`src/rtl/arbitro_divisor.sv`:
```
// Two-requester arbiter in front of one shared divider; define ROUND_ROBIN_EN for round-robin tie-break (default: port 0 wins).
// Grant to listo is 3 cycles plus divider busy time; divisor 0 bypasses the divider; no grant while div_termino=0.
`ifndef DdLen
`define DdLen 15
`endif
`ifndef DvLen
`define DvLen 7
`endif
`ifndef QLen
`define QLen 15
`endif

module arbitro_divisor (
  input  logic              clk,
  input  logic              reset_L,
  input  logic              solicitud0,
  input  logic              solicitud1,
  input  logic [`DdLen:0]   dividendo0,
  input  logic [`DdLen:0]   dividendo1,
  input  logic [`DvLen:0]   divisor0,
  input  logic [`DvLen:0]   divisor1,
  output logic              listo0,
  output logic              listo1,
  output logic [`QLen:0]    cociente0,
  output logic [`QLen:0]    cociente1,
  output logic              ocupado,
  output logic              div_inicie,
  output logic [`DdLen:0]   div_dividendo,
  output logic [`DvLen:0]   div_divisor,
  input  logic              div_termino,
  input  logic [`QLen:0]    div_cociente
);

  typedef enum logic [1:0] {IDLE, ARRANQUE, OCUPADO, ENTREGA} state_t;

  state_t            state;
  logic              gnt;
  logic              bypass;
  logic              grant_idx;
  logic              grant_fire;
  logic [`DdLen:0]   sel_dividendo;
  logic [`DvLen:0]   sel_divisor;
  logic [`QLen:0]    resultado;

  assign ocupado    = (state != IDLE);
  assign grant_fire = (state == IDLE) && div_termino && (solicitud0 || solicitud1);

`ifdef ROUND_ROBIN_EN
  logic ultimo;

  // On a tie, serve whoever was not granted last.
  always_comb begin
    grant_idx = solicitud1;
    if (solicitud0 && solicitud1) grant_idx = ~ultimo;
  end

  always_ff @(posedge clk) begin
    if (!reset_L) begin
      ultimo <= 1'b1;
    end else if (grant_fire) begin
      ultimo <= grant_idx;
    end
  end
`else
  always_comb begin
    grant_idx = ~solicitud0;
  end
`endif

  assign sel_dividendo = grant_idx ? dividendo1 : dividendo0;
  assign sel_divisor   = grant_idx ? divisor1   : divisor0;
  assign resultado     = bypass ? {(`QLen+1){1'b1}} : div_cociente;

  always_ff @(posedge clk) begin
    if (!reset_L) begin
      state         <= IDLE;
      div_inicie    <= 1'b0;
      listo0        <= 1'b0;
      listo1        <= 1'b0;
      cociente0     <= '0;
      cociente1     <= '0;
      div_dividendo <= '0;
      div_divisor   <= '0;
      gnt           <= 1'b0;
      bypass        <= 1'b0;
    end else begin
      listo0 <= 1'b0;
      listo1 <= 1'b0;
      case (state)
        IDLE: begin
          div_inicie <= 1'b0;
          if (grant_fire) begin
            div_dividendo <= sel_dividendo;
            div_divisor   <= sel_divisor;
            gnt           <= grant_idx;
            // Division by zero never reaches the divider; result is forced to all ones.
            if (sel_divisor == '0) begin
              bypass <= 1'b1;
              state  <= OCUPADO;
            end else begin
              bypass     <= 1'b0;
              div_inicie <= 1'b1;
              state      <= ARRANQUE;
            end
          end
        end
        ARRANQUE: begin
          if (!div_termino) state <= OCUPADO;
        end
        OCUPADO: begin
          if (bypass || div_termino) begin
            if (gnt) begin
              cociente1 <= resultado;
              listo1    <= 1'b1;
            end else begin
              cociente0 <= resultado;
              listo0    <= 1'b1;
            end
            div_inicie <= 1'b0;
            state      <= ENTREGA;
          end
        end
        ENTREGA: begin
          div_inicie <= 1'b0;
          state      <= IDLE;
        end
        default: begin
          div_inicie <= 1'b0;
          state      <= IDLE;
        end
      endcase
    end
  end

endmodule
```
`config.mk`:
```
export PLATFORM = sky130hd
export DESIGN_NAME = arbitro_divisor
export DESIGN_NICKNAME = d
export VERILOG_FILES = /design/src/rtl/arbitro_divisor.sv
export SDC_FILE = /design/constraint.sdc
export NUM_CORES = 1
export LEC_CHECK = 0
export ABC_AREA = 0
export CORE_ASPECT_RATIO = 1.4
export CORE_MARGIN = 1
export CORE_UTILIZATION = 41
export DETAILED_ROUTE_END_ITERATION = 8
export PLACE_DENSITY = 0.8
export SYNTH_ARGS = -nofsm -noshare
export SYNTH_HDL_FRONTEND = slang
export SYNTH_SLANG_ARGS = --single-unit
```
`constraint.sdc`:
```
create_clock -name clk -period 2.1 [get_ports clk]
set_input_delay 0.63 -clock clk [delete_from_list [all_inputs] [get_ports clk]]
set_output_delay 0.63 -clock clk [all_outputs]
set_load 0.005 [all_outputs]
```
== Word level (Yosys, flattened, before mapping) ==
Index checks and enable logic that the tools add are counted.
Word-level totals
  bits in registers: 63
  input port bits: 69
Operators by class
  equality and inequality tests: 6
  multiplexer cells: 15
  bitwise logic cells: 2
  reduce and logical (&&, ||, !) cells: 14
Operator list (count)
  $mux W16: 2
  $reduce_and A3 Y1: 4
  $logic_not A8 Y1: 1
  $mux W2: 4
  $mux W8: 1
  $pmux W2 S4: 1
  $mux W1: 6
  $ne A2 B2 Y1 const B: 3
  $eq A2 B2 Y1 const B: 2
  $reduce_and A2 Y1: 2
  $pmux W1 S3: 1
  $reduce_bool A3 Y1: 1
  $eq A2 B1 Y1 const B: 1
  $logic_and A1 B1 Y1: 2
  $logic_not A2 Y1: 1
  $logic_or A1 B1 Y1: 2
  $not A1 Y1: 2
  $reduce_bool A2 Y1: 1

== Logic depth before layout (Yosys ltp) ==
Gate-level depths: netlist of the first run.
  depth in word-level cells: 5
  depth in mapped cells: 7

== Worst setup path before layout of the first run ==
OpenSTA, ideal clock, no wires.
  path type: input to register
  start: input port solicitud0
  end: register div_dividendo[15]
  library setup time: 0.116 ns
  data arrival time: 1.416 ns
  setup slack: 0.568 ns
  cell stages on the path: 5
  buffers on the path: 2
  cell sequence: buf_2 -> buf_4 -> mux2i_1 -> nand2_1 -> o211a_1
Between the ends
  longest elaborated chain between the ends: 3
  elaborated cells on any way between the ends: 4
  classes of those cells: mux (1); reduce/logical (3)
Ends and longest elaborated chain
  from (decl): line 16  | input logic solicitud0,
  $logic_or A1 B1 Y1: line 46  | assign grant_fire = (state == IDLE) && div_termino && (solicitud0 || solicitud1);
  $logic_and A1 B1 Y1: line 46
  $reduce_and A2 Y1 (no source line)
  to (signal assigned): line 93  | div_dividendo <= sel_dividendo;
  to (decl): line 28  | output logic [`DdLen:0] div_dividendo,
Several ways; a longest one is shown, not always the timed one.
A chain may end at the register's enable or synchronous reset.

== Final worst setup path of the first run ==
  start: register state[0]
  end: output port ocupado
Between the ends
  longest elaborated chain between the ends: 1
Ends and longest elaborated chain
  from (decl): line 36  | state_t state;
  from (signal assigned): line 76  | state <= IDLE;
  from (signal assigned): line 99  | state <= OCUPADO;
  from (signal assigned): line 103  | state <= ARRANQUE;
  $reduce_bool A2 Y1: line 45  | assign ocupado = (state != IDLE);
  to (decl): line 26  | output logic ocupado,
No other way between the ends.

==> results of run 1 <==
flip-flops by register name, indices dropped and copies added, names as in the netlist:
name	cells
cociente0	16
div_dividendo	16
state	2
div_inicie	1
listo0	1
cociente1	16
gnt	1
div_divisor	8
bypass	1
listo1	1
cell families after synthesis:
| family | Yosys count | synth area share [%] |
|---|---|---|
| compound gates | 71 | 24.6 |
| flops | 63 | 46.1 |
| mux | 24 | 8.78 |
| buf+inv | 28 | 4.80 |
| fa+ha+maj | 6 | 2.74 |
| simple gates | 89 | 13.0 |
cells in the mapped netlist, drive strengths merged:
master,instances
ha,6
o21a,1
dfxtp,63
a31oi,1
nor4,4
a41o,1
o211ai,2
nor2,20
nand2,60
nand3,1
and2,2
mux2i,24
o2bb2ai,1
inv,4
nand2b,1
nor3,1
o211a,59
clkbuf,9
buf,15
o21ai,3
a222oi,1
a21oi,2
worst max path at each step:
stage                                          end  cells after the start  slack (ns)             startpoint
floorplan           div_dividendo[15]$_SDFFE_PN0P_                      5        0.57             solicitud0
global placement           div_inicie$_SDFFE_PN0P_                      5        0.04            divisor1[3]
detailed placement         div_inicie$_SDFFE_PN0P_                      5        0.01            divisor1[3]
CTS                                        ocupado                      4        0.18  state[0]$_SDFFE_PN0P_
global route                 state[0]$_SDFFE_PN0P_                      5        0.10            div_termino
finish                                     ocupado                      4        0.21  state[0]$_SDFFE_PN0P_
what timing repair did:
item | 4_1_cts | 5_1_grt
hold buffers | 0 | 0
buffers inserted | 3 | 0
gates resized for setup | 5 | 0
endpoints found under the setup margin | 1 | 0
critical path: stages (launching register included):
cell                            delay [ns]
sky130_fd_sc_hd__dfxtp_4              0.35
sky130_fd_sc_hd__inv_1                0.10
sky130_fd_sc_hd__ha_2                 0.19
sky130_fd_sc_hd__inv_1                0.04
sky130_fd_sc_hd__dlygate4sd2_1        0.25
stage by stage:
step                area [µm²]  util [%]  hold slack (ns)
global route              4320      68.2            0.513
detailed placement        4110      64.8            0.485
CTS                       4320      68.2            0.500
finish                    4320      68.2            0.496
global placement          4110      64.8            0.478
floorplan                 2740         -            0.475
power by group through the flow:
stage          Clock [mW]  Combinational [mW]  Sequential (mW)
6_report             1.01                1.29             1.52
5_1_grt              1.09                1.40             1.54
4_1_cts              1.04                1.29             1.52
3_5_place_dp            0                1.23             1.55
3_3_place_gp            0                1.21             1.54
2_1_floorplan           0               0.562             1.54
routing by layer:
metal / vias to the layer above / wire length [µm] / GRT usage, %
li1: 1262 / - / -
met1: 1176 / 2780 / 22.3
met2: 97 / 3370 / 35.8
met3: 13 / 709 / 8.59
met4: 0 / 155 / 10.3
met5: - / 0 / 0
layout make-up:
cell class	count	area (µm²)	area share, %
repair buffers	140	1410	32.6
multi-input cells	190	1350	31.3
flip-flops and latches	63	1270	29.3
clock buffers	12	145	3.36
well taps	72	90.1	2.08
clock inverters	4	45.0	1.04
inverters	4	15.0	0.347
==> impl_metrics.ini, run 1 <==
[critical_path]
timing_worst_setup_path_type = register to output pin
reg2reg_slack_ns = 0.42
reg2reg_to = state[1]$_SDFFE_PN0P_
crit_arrival_ns = 1.26
critical_path_maximum_fanout = 3
critical_path.startpoint_type = register
end_kind = output pin
timing.rr.start = state[0]$_SDFFE_PN0P_
cp.required_ns = 1.47
r2r_cells = 7

[sta]
setup-tns-final_ns = 0
slew_headroom_pct = 67.7
report.final.slew_viol_count = 0
finalWorstSetupSlack_ns = 0.209
fmaxAchievable_ghz = 0.529
worst-slew-pin-transition_ns = 0.484
setup_repair_after_global_routing_missed_its_margin = no
clock_skew_ns = 0.00663
period_minus_slack_ns = 1.89
setup-violations-final = 0
hold_violations = 0
period_share_pct = 90.0

[finish]
final-instance-count-excl-fill = 485
fill_cells = 524
most-common-layout-cells = sky130_fd_sc_hd__clkdlybuf4s50_1 (125), sky130_fd_sc_hd__dfxtp_1 (61), sky130_fd_sc_hd__nand2_1 (60)
area_growth_pct = 58.0
layout.cells.most_common = sky130_fd_sc_hd__clkdlybuf4s50_1
antenna_cells = 0
post_route_cells_drive_above_1_share_pct = 8.23
layout.nets = 483

[placed_design]
buffer_ports.inserted = 128
gp_congestion = 0.806
dpl.hpwl_mm = 4.89
post_place_worst_slack_ns = 0.0139
placed_cells_incl_taps = 466

[outcome]
outcome = finished, violations left
violations = DRC

[synth]
synth_area_per_cell_um2 = 9.74
fraction_of_synthesized_cell_area_taken_by_the_top_area_cell_type_pct = 46.1
yosys.cell_types.count = 25
synth.yosys.warnings = 0
synthesis.instances = 281
synth_area_leader_cell = sky130_fd_sc_hd__dfxtp_1
synth.ff_latch_count = 63
mappedNetlistArea_um2 = 2740
mappedNetlistNets = 356
netlist_top_cells_area = sky130_fd_sc_hd__dfxtp_1 (46%), sky130_fd_sc_hd__o211a_1 (22%), sky130_fd_sc_hd__mux2i_1 (8.8%), sky130_fd_sc_hd__nand2_1 (8.2%), sky130_fd_sc_hd__ha_1 (2.7%)
register_area_share_after_synthesis_pct = 46.1

[global_route]
grt_pass1_vias = 2553
grt_start_max_net_pins = 54
groute.usage.overall_pct = 21.0
grt_overflow_total = 0
grt_first_pass_wirelength_mm = 11.5
antenna_found_initial = 0

[drt]
number_of_optimization_iterations_in_the_first_detailed_route_pass = 7
wl_per_cell_um = 14.5
drtIter0Drc = 120
vias_per_cell = 5.25
via_count = 2548
totalWireLength_mm = 7.02
number_of_routed_nets_with_antenna_violations = 0
drc = 9

[clocking]
cts_made_buffers = 9
maximum_level_of_the_cts_h_tree = 3
clock-root-buffer = sky130_fd_sc_hd__clkbuf_8
cts.sinks = 63
tritoncts = built
worst_setup_hold_path_clk_slew_ns = 0.07
ctsLongestPathBuffers = 2
clock_insertion_delay_worst_skew_ns = 0.34

[floorplanning]
ios = 129
placement_row_count = 34
die-height_um = 98.7
initial_core_util_pct = 43.2
dieArea_um2 = 7010
die-width_um = 71.1
placeableCoreArea_um2 = 6340

[power]
share_of_power_burned_in_the_clock_network_pct = 26.4
intPower_mw = 2.74
power.total_mw = 3.81
power_density_nw_per_um2 = 881
p_leak_nw = 2.31
share_comb_of_total_power_pct = 33.8
switching_power_mw = 1.07
seqPwrFrac_pct = 39.8
power.share.switching_pct = 28.2
maximum_ir_drop_on_the_vdd_rail_mv = 0.525

[hold_path]
hp-start = div_dividendo[4]$_SDFFE_PN0P_
hold-path-endpoint = div_dividendo[4]$_SDFFE_PN0P_
hold_path_depth = 1
hold_path_class = register to register

[flow_run]
max_cap_viol_count = 0
Note: power is estimated with default switching activity, not from simulation.
==> run 2: changes to the inputs <==
--- a/config.mk
+++ b/config.mk
@@ -9,6 +9,7 @@
 export CORE_ASPECT_RATIO = 1.4
 export CORE_MARGIN = 1
 export CORE_UTILIZATION = 41
+export CTS_CLUSTER_SIZE = 40
 export DETAILED_ROUTE_END_ITERATION = 8
 export PLACE_DENSITY = 0.8
 export SYNTH_ARGS = -nofsm -noshare
==> results of run 2 <==
The final DEF is identical to that of run 1; final timing and power are the same.
==> run 3: changes to the inputs <==
--- a/config.mk
+++ b/config.mk
@@ -15,3 +15,4 @@
 export SYNTH_ARGS = -nofsm -noshare
 export SYNTH_HDL_FRONTEND = slang
 export SYNTH_SLANG_ARGS = --single-unit
+export TNS_END_PERCENT = 10
==> results of run 3 <==
The final DEF is identical to that of run 1; final timing and power are the same.
